### config.mk
export PLATFORM = sky130hd
export DESIGN_NAME = instr_fetch_flat
export DESIGN_NICKNAME = d
export VERILOG_FILES = /design/src/rtl/red_isa_pkg.sv /design/src/rtl/instr_fetch_if.sv /design/src/rtl/instr_fetch_program_counter.sv /design/src/rtl/instr_fetch.sv /design/src/flat_wrapper.sv
export SDC_FILE = /design/constraint.sdc
export NUM_CORES = 1
export LEC_CHECK = 0
export BUFFER_PORTS_ARGS = -buffer_cell sky130_fd_sc_hd__buf_4
export CAP_MARGIN = 30
export CORE_ASPECT_RATIO = 2
export CORE_MARGIN = 3
export CORE_UTILIZATION = 49
export DETAILED_ROUTE_END_ITERATION = 8
export PLACE_DENSITY = 0.84
export SYNTH_ARGS = -nofsm -noshare
export SYNTH_HDL_FRONTEND = slang
export SYNTH_SLANG_ARGS = --single-unit
### constraint.sdc
create_clock -name clk -period 2.2 [get_ports clk]
set_clock_uncertainty 0.1 [all_clocks]
set_input_delay 0.11 -clock clk [delete_from_list [all_inputs] [get_ports clk]]
set_output_delay 0.11 -clock clk [all_outputs]
set_load 0.02 [all_outputs]
### src/rtl/red_isa_pkg.sv
// red_isa_pkg
// Shared definitions for the Red datapath ISA, used by the instruction ROM,
// the fetch/issue sequencer and the execute stage.
//   - ADDR_W / INSTR_W : ROM address and instruction word widths
//   - OP_*             : 4-bit opcode values (OP_BR and OP_HALT are resolved
//                        in fetch, every other opcode belongs to execute)
//   - *_MSB / *_LSB    : instruction field slices
//   - BR_COND_BIT      : BR word bit that selects branch-if-zero
package red_isa_pkg;

    localparam int ADDR_W  = 8;
    localparam int INSTR_W = 16;

    localparam int OPC_MSB = 15;
    localparam int OPC_LSB = 12;
    localparam int RA_MSB  = 11;
    localparam int RA_LSB  = 8;
    localparam int IMM_MSB = 7;
    localparam int IMM_LSB = 0;

    localparam int BR_COND_BIT = 8;

    localparam logic [3:0] OP_LD   = 4'h0;
    localparam logic [3:0] OP_ST   = 4'h1;
    localparam logic [3:0] OP_INC  = 4'h2;
    localparam logic [3:0] OP_BR   = 4'h3;
    localparam logic [3:0] OP_ADD  = 4'h4;
    localparam logic [3:0] OP_SUB  = 4'h5;
    localparam logic [3:0] OP_OR   = 4'h6;
    localparam logic [3:0] OP_AND  = 4'h7;
    localparam logic [3:0] OP_XOR  = 4'h8;
    localparam logic [3:0] OP_SHR  = 4'h9;
    localparam logic [3:0] OP_MOV  = 4'hA;
    localparam logic [3:0] OP_EXCH = 4'hB;
    localparam logic [3:0] OP_CMP  = 4'hC;
    localparam logic [3:0] OP_SET  = 4'hD;
    localparam logic [3:0] OP_CLR  = 4'hE;
    localparam logic [3:0] OP_HALT = 4'hF;

    // Extracts the opcode field from a full instruction word.
    function automatic logic [3:0] opcode_of(input logic [INSTR_W-1:0] word);
        return word[OPC_MSB:OPC_LSB];
    endfunction

endpackage

### src/rtl/instr_fetch_if.sv
// instr_fetch_if
// Bundles the sequencer's ROM port, its issue handshake toward execute, and
// the execute-side control inputs.
//   master (sequencer): drives rom_addr, instr_valid, opcode, ra, imm, halted;
//                       samples rom_data, instr_ready, z_flag, restart
//   slave  (ROM/execute side): the mirror image
interface instr_fetch_if;
    import red_isa_pkg::*;

    logic [ADDR_W-1:0]  rom_addr;
    logic [INSTR_W-1:0] rom_data;
    logic               instr_valid;
    logic               instr_ready;
    logic [3:0]         opcode;
    logic [3:0]         ra;
    logic [7:0]         imm;
    logic               z_flag;
    logic               restart;
    logic               halted;

    modport master (
        output rom_addr, instr_valid, opcode, ra, imm, halted,
        input  rom_data, instr_ready, z_flag, restart
    );

    modport slave (
        input  rom_addr, instr_valid, opcode, ra, imm, halted,
        output rom_data, instr_ready, z_flag, restart
    );

endinterface

### src/rtl/instr_fetch_program_counter.sv
// program_counter
// 8-bit program counter register with asynchronous active-high reset.
//   clk, reset  : clock and async reset (reset value 0)
//   clear       : synchronous clear to 0 (highest priority)
//   load        : load load_value (beats increment)
//   inc         : increment by one, wrapping 0xFF -> 0x00
//   value       : current counter value
module program_counter
    import red_isa_pkg::*;
(
    input  logic              clk,
    input  logic              reset,
    input  logic              clear,
    input  logic              load,
    input  logic [ADDR_W-1:0] load_value,
    input  logic              inc,
    output logic [ADDR_W-1:0] value
);

    // Priority chain clear > load > inc; the add wraps naturally at 8 bits.
    always_ff @(posedge clk or posedge reset) begin
        if (reset) begin
            value <= '0;
        end else if (clear) begin
            value <= '0;
        end else if (load) begin
            value <= load_value;
        end else if (inc) begin
            value <= value + 1'b1;
        end
    end

endmodule

### src/rtl/instr_fetch.sv
// instr_fetch
// Fetch/issue sequencer for the Red datapath. Owns the PC, reads the
// combinational instruction ROM, issues opcode/ra/imm to execute over a
// valid/ready handshake, and resolves BR and HALT locally.
//   clk    : clock, all state changes on the rising edge
//   reset  : asynchronous active-high reset
//   bus    : instr_fetch_if master modport (ROM port, issue handshake,
//            z_flag, restart, halted)
module instr_fetch
    import red_isa_pkg::*;
(
    input  logic         clk,
    input  logic         reset,
    instr_fetch_if.master bus
);

    typedef enum logic [1:0] {
        S_RUN_FETCH = 2'd0,
        S_ISSUE     = 2'd1,
        S_HALT      = 2'd2
    } state_t;

    state_t              state;
    logic [INSTR_W-1:0]  ir;
    logic                valid_q;
    logic                halted_q;
    logic [ADDR_W-1:0]   pc;

    logic                fetch_is_halt;
    logic                handshake;
    logic                branch_taken;
    logic                pc_inc;
    logic                pc_load;

    // A HALT word is recognised straight off the ROM so it is never latched
    // into ir and never issued.
    assign fetch_is_halt = (opcode_of(bus.rom_data) == OP_HALT);
    assign handshake     = (state == S_ISSUE) && bus.instr_ready;

    // BR is unconditional when the condition bit is clear, otherwise taken
    // only when execute reports zero in the handshake cycle.
    assign branch_taken  = (opcode_of(ir) == OP_BR) &&
                           (!ir[BR_COND_BIT] || bus.z_flag);

    // Restart drives the counter's clear, which outranks both of these, so
    // a branch target accepted together with restart is dropped there.
    assign pc_inc  = (state == S_RUN_FETCH) && !fetch_is_halt;
    assign pc_load = handshake && branch_taken;

    program_counter u_pc (
        .clk        (clk),
        .reset      (reset),
        .clear      (bus.restart),
        .load       (pc_load),
        .load_value (ir[IMM_MSB:IMM_LSB]),
        .inc        (pc_inc),
        .value      (pc)
    );

    // Sequencer state plus registered valid/halted flags. The fields come
    // from ir, so they stay stable for the whole time ISSUE is stalled.
    always_ff @(posedge clk or posedge reset) begin
        if (reset) begin
            state    <= S_RUN_FETCH;
            ir       <= '0;
            valid_q  <= 1'b0;
            halted_q <= 1'b0;
        end else if (bus.restart) begin
            state    <= S_RUN_FETCH;
            valid_q  <= 1'b0;
            halted_q <= 1'b0;
        end else begin
            case (state)
                S_RUN_FETCH: begin
                    if (fetch_is_halt) begin
                        state    <= S_HALT;
                        halted_q <= 1'b1;
                    end else begin
                        ir      <= bus.rom_data;
                        state   <= S_ISSUE;
                        valid_q <= 1'b1;
                    end
                end
                S_ISSUE: begin
                    if (bus.instr_ready) begin
                        state   <= S_RUN_FETCH;
                        valid_q <= 1'b0;
                    end
                end
                S_HALT: begin
                    state <= S_HALT;
                end
                default: begin
                    state    <= S_RUN_FETCH;
                    valid_q  <= 1'b0;
                    halted_q <= 1'b0;
                end
            endcase
        end
    end

    assign bus.rom_addr    = pc;
    assign bus.instr_valid = valid_q;
    assign bus.halted      = halted_q;
    assign bus.opcode      = ir[OPC_MSB:OPC_LSB];
    assign bus.ra          = ir[RA_MSB:RA_LSB];
    assign bus.imm         = ir[IMM_MSB:IMM_LSB];

endmodule

### src/flat_wrapper.sv
// flat-port wrapper written by rule: the top's interface ports become plain ports
module instr_fetch_flat import red_isa_pkg::*;
  (clk, reset, bus_rom_addr, bus_instr_valid, bus_opcode, bus_ra, bus_imm, bus_halted, bus_rom_data, bus_instr_ready, bus_z_flag, bus_restart);
  instr_fetch_if bus_i ();
  input  logic clk;
  input  logic reset;
  output wire logic [$bits(bus_i.rom_addr)-1:0] bus_rom_addr;
  output wire logic [$bits(bus_i.instr_valid)-1:0] bus_instr_valid;
  output wire logic [$bits(bus_i.opcode)-1:0] bus_opcode;
  output wire logic [$bits(bus_i.ra)-1:0] bus_ra;
  output wire logic [$bits(bus_i.imm)-1:0] bus_imm;
  output wire logic [$bits(bus_i.halted)-1:0] bus_halted;
  input wire logic [$bits(bus_i.rom_data)-1:0] bus_rom_data;
  input wire logic [$bits(bus_i.instr_ready)-1:0] bus_instr_ready;
  input wire logic [$bits(bus_i.z_flag)-1:0] bus_z_flag;
  input wire logic [$bits(bus_i.restart)-1:0] bus_restart;
  assign bus_rom_addr = bus_i.rom_addr;
  assign bus_instr_valid = bus_i.instr_valid;
  assign bus_opcode = bus_i.opcode;
  assign bus_ra = bus_i.ra;
  assign bus_imm = bus_i.imm;
  assign bus_halted = bus_i.halted;
  assign bus_i.rom_data = bus_rom_data;
  assign bus_i.instr_ready = bus_instr_ready;
  assign bus_i.z_flag = bus_z_flag;
  assign bus_i.restart = bus_restart;
  instr_fetch u_core (.clk(clk), .reset(reset), .bus(bus_i));
endmodule
==> results.cfg <==
[synthesis]
netlist-cell-type-count = 27
async_flop_share_pct = 100.0
syn_nets = 145
yosysTopAreaCell = dfrtp_1
synth_edf_count = 0
yosysWarnings = 0
yosysSeqAreaShare_pct = 50.72
syn_inst = 120
ys.flop_type = dfrtp_1
ys_ff_latch = 28
synthTopCellsByArea = dfrtp_1 (51%), mux2_2 (11%), a311oi_1 (5.7%), ha_1 (3.6%), nor4_1 (3.6%)
syn_area_um2 = 1381
yosysTopAreaCellShare_pct = 50.72
syn_area_per_cell_um2 = 11.51

[sta]
min_period_ps = 2025
maxSlewHeadroom_pct = 63.81
tightest_slew_ps = 541.7
finalCritPeriodShare_pct = 92.04
fmax_mhz = 493.8
rsz0062_at_grt = no
slew_violations = 0
fin_tns_setup_ps = 0
setup_viol = 0
hold_viol = 0

[clock_tree]
cts_resized = 0
root_buffer = clkbuf_8
clk_path_buf_depth = 2
cts.sinks = 28
cts_tree = built
h-tree-depth = 1
clkTransAtPathRegs_ps = 100
clkLatencyLatePin_ps = 280
cts_buffers = 3

[layout]
num-fill-cells = 163
mostFrequentLayoutCells = buf_4 (51), dfrtp_1 (28), dlygate4sd3_1 (18)
stdcell_count = 214
drive_gt1_share_pct = 37.84
area.growth.synth_to_final_pct = 45.38
final_common_cell = buf_4
num-nets-final = 211

[worst_setup_path]
worstSetupStartpointType = flop
cp_num_buf_inv = 2
r2r_cells = 5
crit_path_frequent_cell = inv_1
crit_slowest_cell = or4_1
cp-end-kind = flop
regToRegEndpoint = u_core.u_pc.value[3]
cp_cell_sequence = inv_1 -> ha_1 -> inv_1 -> or4_1 -> a311oi_1
rr_startpoint = u_core.state[0]
slowest_delay_ps = 540
critPathRequiredTime_ps = 2280
cp_max_fo = 9
worstSetupPathType = reg -> reg
rrSetupSlack_ps = 180
arrival_ps = 2100
cp_top_family = simple AND/OR/NAND/NOR gates

[floorplanning]
rows = 26
ioPinCount = 47
fp.dieW_um = 43.55
die_area_um2 = 3531
start_util_pct = 52.42
core_um2 = 2635
die_h_um = 81.09

[global_routing]
antenna_found_initial = 0
overflow = 0
grt_usage_pct = 24.78
grt_pass1_wl_mm = 6.451
grt_max_degree = 29
grt_pass1_vias = 1408

[routing]
drt_pre_antenna_iters = 4
wl_met3_um = 250
viasPerCell = 6.308
wire_per_inst_um = 19.18
maxUsedRoutingLayer = met4
drc = 0
routed-wl-met2_mm = 2.299
drtAntennaViolNets = 0
via_count = 1350
drtIter0Drc = 68
wirelength_met1_mm = 1.283
wl_mm = 4.105

[place]
place_congestion = 0.7753
io_buffer_count = 46
place_inst = 191
dp_hpwl_mm = 2.722

[worst_hold_path]
min_path_cells = 4
min_from = bus_instr_ready
holdPathEnd = u_core.state[0]
worstHoldPathType = in -> reg

[run_status]
status = complete, no violations

[power_and_ir_drop]
p_per_area_nw_per_um2 = 860.4
peakVddDrop_v = 0.0006208
p_leak_nw = 0.8729

[job]
drv_cap = 0
## cells by family after synthesis
kind of cell               synth area share [%]
AOI/OAI and AO/OA                         14.22
adders and majority gates                 3.623
buffers and inverters                     5.163
DFF                                       50.72
muxes                                     10.60
and+or+nand+nor                           15.67
## layout make-up
class / count / area, um^2 / share of cell area, %
Timing Repair Buffer: 69 / 563.0 / 28.04
Clock inverter: 1 / 30.03 / 1.495
Inverter: 7 / 26.28 / 1.308
Tap cell: 28 / 35.03 / 1.745
Antenna cell: 1 / 2.502 / 0.1246
Clock buffer: 3 / 41.29 / 2.056
Multi-Input combinational cell: 77 / 609.3 / 30.34
Sequential cell: 28 / 700.7 / 34.89
## flip-flops by register name (all words and copies together), names as in the netlist
signal and count:
u_core.ir 16, u_core.u_pc.value 8, u_core.state 2, u_core.bus.halted 1, u_core.bus.instr_valid 1
## cell usage after synthesis, types with 3 or more instances
cell / count
inv_1: 7
dfrtp_1: 28
clkbuf_1: 3
nor4_1: 8
or4_1: 5
nand2b_1: 3
o31ai_1: 5
a211oi_1: 3
o22a_1: 3
a311oi_1: 9
nand3_1: 4
nand4_1: 4
o21ai_0: 3
or3_1: 3
mux2_2: 13
ha_1: 4
## how the worst max path moves through the flow
| stage | from | to | slack [ps] | depth (start not counted) |
|---|---|---|---|---|
| 2_1_floorplan | u_core.state[0] | u_core.ir[10] | 350 | 7 |
| 3_3_place_gp | u_core.state[0] | u_core.u_pc.value[3] | 320 | 5 |
| 3_5_place_dp | u_core.state[0] | u_core.u_pc.value[3] | 210 | 5 |
| 4_1_cts | u_core.state[0] | u_core.u_pc.value[3] | 190 | 5 |
| 5_1_grt | u_core.state[1] | u_core.u_pc.value[3] | 70 | 5 |
| 6_report | u_core.state[0] | u_core.u_pc.value[3] | 180 | 5 |
## worst reg2reg max path, stage by stage, from the launching register on
cell	delay, ps
dfrtp_1	410
inv_1	90
ha_1	300
inv_1	200
or4_1	540
a311oi_1	280
## layer usage
| layer | vias to the layer above | GRT usage, % |
|---|---|---|
| li1 | 597 | - |
| met1 | 643 | 23.50 |
| met2 | 83 | 45.18 |
| met3 | 27 | 3.991 |
| met4 | 0 | 18.13 |
| met5 | - | 0 |
## what timing repair did
item                                    CTS  global route
hold buffers                             18             0
hold endpoints to repair                 50             0
endpoints found under the setup margin    0             0
setup buffers                             0             0
## where the power goes
group          switching (W)  leakage (nW)  internal, W
sequential          0.000100         0.348     0.000615
clock               0.000164        0.0357     0.000244
combinational       0.000315         0.490     0.000289
total               0.000579         0.873      0.00115
## through the flow
stage          hold WS [ps]  instance area, um^2  utilization, %  total power (W)  setup slack, ps
2_1_floorplan         75.41                 1381               -         0.001023            351.3
3_3_place_gp          97.50                 1754           66.57         0.001262            322.1
3_5_place_dp          118.3                 1754           66.57         0.001281            206.6
4_1_cts               35.43                 2006           76.12         0.001711            190.5
5_1_grt               49.31                 2006           76.12         0.001803            70.80
6_report              34.91                 2008           76.21         0.001728            175.1
Note: power is estimated with default switching activity, not from simulation.
